### src/rtl/fd_instr_queue_pkg.sv
// Shared definitions for the fetch/decode decoupling queue.
// FD_RESET_PC / FD_NOP_INSTR are also used by the fetch stage, so the
// queue's empty-state bubble matches fetch's reset PC.
// fd_entry_t is one queue slot: {pc, instr}, 64 bits.
package fd_instr_queue_pkg;

   localparam logic [31:0] FD_RESET_PC  = 32'h0000_3000;
   localparam logic [31:0] FD_NOP_INSTR = 32'h0000_0000;

   typedef struct packed {
      logic [31:0] pc;
      logic [31:0] instr;
   } fd_entry_t;

endpackage

### src/rtl/fd_instr_queue_if.sv
// Fetch/decode handshake bundle for fd_instr_queue.
//   F_PC, F_Instr, f_valid : fetch -> queue offer
//   f_ready                : queue -> fetch (PC write-enable)
//   D_PC, D_Instr, d_valid : queue -> decode head entry
//   d_ready                : decode -> queue consume
//   flush                  : redirect, discard all entries
//   count                  : queue occupancy
// slave  = the queue's view, master = the surrounding pipeline's view.
interface fd_instr_queue_if #(
   parameter int unsigned DEPTH = 4
);
   localparam int unsigned CW = $clog2(DEPTH) + 1;

   logic [31:0]   F_PC;
   logic [31:0]   F_Instr;
   logic          f_valid;
   logic          f_ready;
   logic [31:0]   D_PC;
   logic [31:0]   D_Instr;
   logic          d_valid;
   logic          d_ready;
   logic          flush;
   logic [CW-1:0] count;

   modport slave (
      input  F_PC, F_Instr, f_valid, d_ready, flush,
      output f_ready, D_PC, D_Instr, d_valid, count
   );

   modport master (
      output F_PC, F_Instr, f_valid, d_ready, flush,
      input  f_ready, D_PC, D_Instr, d_valid, count
   );

endinterface

### src/rtl/fd_queue_ctrl.sv
// Pointer / occupancy control for fd_instr_queue.
//   clk, reset     : clock, async active-low reset
//   f_valid_i      : fetch offers an entry
//   d_ready_i      : decode consumes the head
//   flush_i        : discard all entries (priority over push/pop)
//   f_ready_o      : not full
//   d_valid_o      : not empty
//   wr_en_o        : write storage at wp_o this edge
//   wp_o, rp_o     : write / read pointers
//   count_o        : occupancy 0..DEPTH
module fd_queue_ctrl #(
   parameter int unsigned DEPTH = 4
) (
   input  logic                       clk,
   input  logic                       reset,
   input  logic                       f_valid_i,
   input  logic                       d_ready_i,
   input  logic                       flush_i,
   output logic                       f_ready_o,
   output logic                       d_valid_o,
   output logic                       wr_en_o,
   output logic [$clog2(DEPTH)-1:0]   wp_o,
   output logic [$clog2(DEPTH)-1:0]   rp_o,
   output logic [$clog2(DEPTH):0]     count_o
);

   localparam int unsigned AW = $clog2(DEPTH);
   localparam logic [AW:0]   CNT_FULL = (AW+1)'(DEPTH);
   localparam logic [AW:0]   CNT_ONE  = (AW+1)'(1);
   localparam logic [AW-1:0] PTR_ONE  = AW'(1);

   logic [AW-1:0] wp_q, wp_d;
   logic [AW-1:0] rp_q, rp_d;
   logic [AW:0]   cnt_q, cnt_d;
   logic          push;
   logic          pop;

   // Ready/valid come only from registered cnt: no d_ready -> f_ready path.
   assign f_ready_o = (cnt_q != CNT_FULL);
   assign d_valid_o = (cnt_q != '0);

   assign push = f_valid_i & f_ready_o;
   assign pop  = d_valid_o & d_ready_i;

   assign wr_en_o = push & ~flush_i;

   always_comb begin
      wp_d  = wp_q;
      rp_d  = rp_q;
      cnt_d = cnt_q;
      if (flush_i) begin
         wp_d  = '0;
         rp_d  = '0;
         cnt_d = '0;
      end else begin
         if (push) wp_d = wp_q + PTR_ONE;
         if (pop)  rp_d = rp_q + PTR_ONE;
         if (push && !pop)      cnt_d = cnt_q + CNT_ONE;
         else if (pop && !push) cnt_d = cnt_q - CNT_ONE;
      end
   end

   always_ff @(posedge clk or negedge reset) begin
      if (!reset) begin
         wp_q  <= '0;
         rp_q  <= '0;
         cnt_q <= '0;
      end else begin
         wp_q  <= wp_d;
         rp_q  <= rp_d;
         cnt_q <= cnt_d;
      end
   end

   assign wp_o    = wp_q;
   assign rp_o    = rp_q;
   assign count_o = cnt_q;

endmodule

### src/rtl/fd_instr_queue.sv
// Fetch -> decode decoupling queue.
// Captures (PC, instr) pairs from fetch and presents the oldest to decode;
// backpressures fetch when full and discards everything on flush.
//   clk   : clock
//   reset : async active-low reset
//   q_if  : fd_instr_queue_if.slave (fetch offer, decode head, flush, count)
module fd_instr_queue
   import fd_instr_queue_pkg::*;
#(
   parameter int unsigned DEPTH     = 4,
   parameter logic [31:0] RESET_PC  = FD_RESET_PC,
   parameter logic [31:0] NOP_INSTR = FD_NOP_INSTR
) (
   input  logic            clk,
   input  logic            reset,
   fd_instr_queue_if.slave q_if
);

   localparam int unsigned AW = $clog2(DEPTH);

   logic          wr_en;
   logic          d_valid;
   logic [AW-1:0] wp;
   logic [AW-1:0] rp;
   fd_entry_t     mem_q [DEPTH];
   fd_entry_t     head;

   fd_queue_ctrl #(
      .DEPTH (DEPTH)
   ) u_ctrl (
      .clk       (clk),
      .reset     (reset),
      .f_valid_i (q_if.f_valid),
      .d_ready_i (q_if.d_ready),
      .flush_i   (q_if.flush),
      .f_ready_o (q_if.f_ready),
      .d_valid_o (d_valid),
      .wr_en_o   (wr_en),
      .wp_o      (wp),
      .rp_o      (rp),
      .count_o   (q_if.count)
   );

   // Storage is deliberately not reset; the d_valid mux hides stale slots.
   always_ff @(posedge clk) begin
      if (wr_en) begin
         mem_q[wp] <= '{pc: q_if.F_PC, instr: q_if.F_Instr};
      end
   end

   assign head = mem_q[rp];

   assign q_if.d_valid = d_valid;
   assign q_if.D_PC    = d_valid ? head.pc    : RESET_PC;
   assign q_if.D_Instr = d_valid ? head.instr : NOP_INSTR;

endmodule

### src/flat_wrapper.sv
// flat-port wrapper written by rule: the top's interface ports become plain ports
module fd_instr_queue_flat import fd_instr_queue_pkg::*;
#(
   parameter int unsigned DEPTH     = 4,
   parameter logic [31:0] RESET_PC  = FD_RESET_PC,
   parameter logic [31:0] NOP_INSTR = FD_NOP_INSTR
)
  (clk, reset, q_if_F_PC, q_if_F_Instr, q_if_f_valid, q_if_d_ready, q_if_flush, q_if_f_ready, q_if_D_PC, q_if_D_Instr, q_if_d_valid, q_if_count);
  fd_instr_queue_if #(.DEPTH(DEPTH)) q_if_i ();
  input  logic clk;
  input  logic reset;
  input wire logic [$bits(q_if_i.F_PC)-1:0] q_if_F_PC;
  input wire logic [$bits(q_if_i.F_Instr)-1:0] q_if_F_Instr;
  input wire logic [$bits(q_if_i.f_valid)-1:0] q_if_f_valid;
  input wire logic [$bits(q_if_i.d_ready)-1:0] q_if_d_ready;
  input wire logic [$bits(q_if_i.flush)-1:0] q_if_flush;
  output wire logic [$bits(q_if_i.f_ready)-1:0] q_if_f_ready;
  output wire logic [$bits(q_if_i.D_PC)-1:0] q_if_D_PC;
  output wire logic [$bits(q_if_i.D_Instr)-1:0] q_if_D_Instr;
  output wire logic [$bits(q_if_i.d_valid)-1:0] q_if_d_valid;
  output wire logic [$bits(q_if_i.count)-1:0] q_if_count;
  assign q_if_i.F_PC = q_if_F_PC;
  assign q_if_i.F_Instr = q_if_F_Instr;
  assign q_if_i.f_valid = q_if_f_valid;
  assign q_if_i.d_ready = q_if_d_ready;
  assign q_if_i.flush = q_if_flush;
  assign q_if_f_ready = q_if_i.f_ready;
  assign q_if_D_PC = q_if_i.D_PC;
  assign q_if_D_Instr = q_if_i.D_Instr;
  assign q_if_d_valid = q_if_i.d_valid;
  assign q_if_count = q_if_i.count;
  fd_instr_queue #(.DEPTH(DEPTH), .RESET_PC(RESET_PC), .NOP_INSTR(NOP_INSTR)) u_core (.clk(clk), .reset(reset), .q_if(q_if_i));
endmodule
### config.mk
export PLATFORM = sky130hd
export DESIGN_NAME = fd_instr_queue_flat
export DESIGN_NICKNAME = d
export VERILOG_FILES = /design/src/rtl/fd_instr_queue_pkg.sv /design/src/rtl/fd_instr_queue_if.sv /design/src/rtl/fd_queue_ctrl.sv /design/src/rtl/fd_instr_queue.sv /design/src/flat_wrapper.sv
export SDC_FILE = /design/constraint.sdc
export NUM_CORES = 1
export LEC_CHECK = 0
export ABC_AREA = 0
export CORE_MARGIN = 10
export CORE_UTILIZATION = 59
export DETAILED_ROUTE_END_ITERATION = 12
export MAX_ROUTING_LAYER = met4
export PLACE_DENSITY = 0.85
export SLEW_MARGIN = 5
export SYNTH_ARGS = -nofsm -noshare
export SYNTH_HDL_FRONTEND = slang
export SYNTH_SLANG_ARGS = --single-unit
### constraint.sdc
create_clock -name clk -period 8.5 [get_ports clk]
set_input_delay 2.55 -clock clk [delete_from_list [all_inputs] [get_ports clk]]
set_output_delay 2.55 -clock clk [all_outputs]
set_load 0.05 [all_outputs]
==> flow_metrics.env <==
export IMPL_rsz0062_at_grt="no"
export IMPL_cts_tree="yes"
export IMPL_setup_ws_ns=2.370
export IMPL_gp_congestion=0.7379
export IMPL_portBuffers=137
export IMPL_grt_pass1_wl_um=30480
export IMPL_dpl_worst_slack_ns=2.815
export IMPL_min_period_over_period_pct=72.12
export IMPL_ios=138
export IMPL_syn_area_sq_um=10220
export IMPL_num_fill_cells=984
export IMPL_slowest_delay_ns=0.87
export IMPL_cts_setup_buffers=0
export IMPL_relSlewSlack_pct=32.73
export IMPL_cp_end_kind="primary output"
export IMPL_path_max_fanout=34
export IMPL_slew_viol_final=0
export IMPL_crit_required_ns=5.95
export IMPL_die_w_um=151.6
export IMPL_ys_seq_area_share_pct=76.91
export IMPL_skew_ns=0.006409
export IMPL_initial_core_util_pct=59.73
export IMPL_nNetsFinal=684
export IMPL_syn_to_final_growth_pct=23.64
export IMPL_clock_path_buffers=3
export IMPL_rows=48
export IMPL_hold_violations=0
export IMPL_root_buffer="clkbuf_16"
export IMPL_status="finished, final reports clean"
export IMPL_reg2reg_depth=3
export IMPL_fin_crit_ns=6.130
export IMPL_synthCells=468
export IMPL_firstDrtPassIters=4
export IMPL_wl_per_cell_um=22.79
export IMPL_die_area_sq_um=22990
export IMPL_maxCapViolations=0
export IMPL_diodes=0
export IMPL_yosysUniqueCellTypes=33
export IMPL_p_leak_uw=0.004004
export IMPL_power_density_nw_per_um2=342.7
export IMPL_worstMarginPinSlew_ns=1.009
export IMPL_core_area_sq_um=17120
export IMPL_totalWireLength_um=19480
export IMPL_clock_sinks=263
export IMPL_worstSetupPathType="reg -> out"
export IMPL_die_h_um=151.6
export IMPL_drive_above_1_share_pct=18.25
export IMPL_insertion_delay_ns=0.51
export IMPL_antenna_found_initial=0
export IMPL_setup_tns_ns=0
export IMPL_max_freq_ghz=0.1631
export IMPL_startpoint_type="flip-flop"
export IMPL_numCtsBuffers=26
export IMPL_min_delay_path_class="reg -> reg"
export IMPL_ctsResizeCount=0
export IMPL_slowest_stage="dfrtp_4"
export IMPL_drc_errors=0
export IMPL_seq_area_sq_um=7870
export IMPL_detail_route_antenna_nets=0
export IMPL_hold_path_depth=2
export IMPL_critPathArrivalTime_ns=3.58
export IMPL_drt_iter0_drc=351
export IMPL_multiInputGateArea_sq_um=2186
export IMPL_syn_area_per_cell_sq_um=21.85
export IMPL_overflow=0
export IMPL_grt_max_degree=66
export IMPL_num_vias=4878
export IMPL_crit_path_cell_trace="buf_4 -> mux4_2 -> nor2b_1 -> clkdlybuf4s50_1"
export IMPL_dp_hpwl_um=11460
export IMPL_hold_buffers=0
export IMPL_viasPerCell=5.705
export IMPL_htreeDepth=1
export IMPL_synth_net_count=542
export IMPL_ys_ff_latch=263
export IMPL_peakVddDrop_mv=0.2703
export IMPL_finalSetupViolations=0
export IMPL_grt_pass1_vias=5359
export IMPL_track_usage_pct=17.56
export IMPL_yosysWarnings=0
export IMPL_clk_pin_slew_ns=0.06
## metrics by stage
stage	utilization, %	instances	hold WS [ns]	instance area [sq um]	power (uW)
floorplan	-	468	0.5573	10220	2721
detailed placement	68.71	807	0.6179	11760	3230
global placement	68.71	807	0.5716	11760	3213
finish	73.85	855	0.6397	12640	4332
CTS	73.85	855	0.6282	12640	4381
global route	73.85	855	0.6748	12640	4505
## area by class of cell
class,count,area share (%)
Timing Repair Buffer,140,11.03
Clock buffer,35,5.899
Inverter,8,0.2376
Sequential cell,263,62.26
Multi-Input combinational cell,171,17.29
Tap cell,225,2.227
Clock inverter,13,1.059
## critical path: cells and delay by family, from the launching register on
family,cells,cell delay (ns)
flip-flops,1,0.87
multiplexers,1,0.58
buffers and inverters,2,1.40
AND/OR/NAND/NOR,1,0.16
## path summary, 6_finish.rpt
kind	startpoint	to	slack, ns
setup reg to reg	u_core.u_ctrl.count_o[0]$_DFFE_PN0P_	u_core.mem_q[1][59]$_DFFE_PP_	6.08
setup / recovery	u_core.u_ctrl.rp_o[0]$_DFFE_PN0P_	q_if_D_Instr[15]	2.37
min in group asynchronous	reset	u_core.u_ctrl.wp_o[0]$_DFFE_PN0P_	2.31
hold / removal	u_core.u_ctrl.wp_o[1]$_DFFE_PN0P_	u_core.u_ctrl.wp_o[1]$_DFFE_PN0P_	0.64
hold reg to reg	u_core.u_ctrl.wp_o[1]$_DFFE_PN0P_	u_core.u_ctrl.wp_o[1]$_DFFE_PN0P_	0.64
max in group asynchronous	reset	u_core.u_ctrl.rp_o[1]$_DFFE_PN0P_	5.89
## kinds of logic (layout without fill, tap and decap cells)
kind of cell               count (synthesis)  count (layout)  synth area share, %
AOI/OAI and AO/OA                         14              14                1.028
xor gates and xnor gates                   2               2               0.1714
adders and majority gates                  5               5               0.6854
buffers and inverters                     34             196                1.872
DFF                                      263             263                76.91
muxes                                     67              67                14.42
and+or+nand+nor                           83              83                4.920
## placed cells by master, fill, tap and decap left out, types with 2 or more instances in the layout
cell type,n
edfxtp_1,256
clkdlybuf4s50_1,137
mux4_2,64
nor2b_1,61
clkbuf_16,27
inv_1,8
nor2_1,8
clkinv_1,7
dfrtp_1,5
and2_4,4
ha_1,4
clkbuf_8,4
clkbuf_1,4
o21ai_0,3
bufinv_16,3
buf_4,3
or2_1,2
o31ai_1,2
o21a_1,2
mux2_2,2
nand3_1,2
a21oi_1,2
xor2_1,2
clkinv_2,2
dfrtp_4,2
## report_power, final
part           switching (uW)  total (uW)  internal, uW
Combinational             998        1600           603
Sequential               88.6        1580          1490
Clock                     448        1150           702
## metal layers
| metal | share of wire (%) | GRT usage [%] | vias up |
|---|---|---|---|
| li1 | - | - | 2171 |
| met1 | 42 | 23.27 | 2499 |
| met2 | 48 | 27.36 | 181 |
| met3 | 8.2 | 4.425 | 27 |
| met4 | 1.6 | 3.956 | 0 |
| met5 | 0 | - | - |
## cell usage after synthesis (all sizes together)
| cell type | count | area share [%] |
|---|---|---|
| ha | 4 | 0.49 |
| a21oi | 2 | 0.098 |
| nor2b | 61 | 3.7 |
| and2 | 4 | 0.24 |
| nand3 | 2 | 0.098 |
| o31ai | 2 | 0.15 |
| a211oi | 1 | 0.073 |
| nor3b | 1 | 0.073 |
| edfxtp | 256 | 75 |
| and3 | 1 | 0.061 |
| nor3 | 2 | 0.15 |
| o311ai | 1 | 0.086 |
| and2b | 1 | 0.073 |
| fa | 1 | 0.20 |
| or2 | 2 | 0.12 |
| xor2 | 2 | 0.17 |
| a221oi | 1 | 0.15 |
| mux2 | 2 | 0.22 |
| buf | 18 | 1.3 |
| inv | 8 | 0.29 |
| mux4 | 64 | 14 |
| nand3b | 1 | 0.073 |
| dfrtp | 7 | 1.7 |
| a31o | 1 | 0.086 |
| o21ai | 3 | 0.15 |
| mux2i | 1 | 0.098 |
| clkbuf | 8 | 0.29 |
| o311a | 1 | 0.098 |
| o21a | 2 | 0.15 |
| nor2 | 8 | 0.29 |
## sequential cells by signal, summed over array words and instances, names as in the netlist
| name | cells |
|---|---|
| u_core.u_ctrl.wp_o | 2 |
| u_core.u_ctrl.rp_o | 2 |
| u_core.mem_q | 256 |
| u_core.u_ctrl.count_o | 3 |
Note: power is estimated with default switching activity, not from simulation.
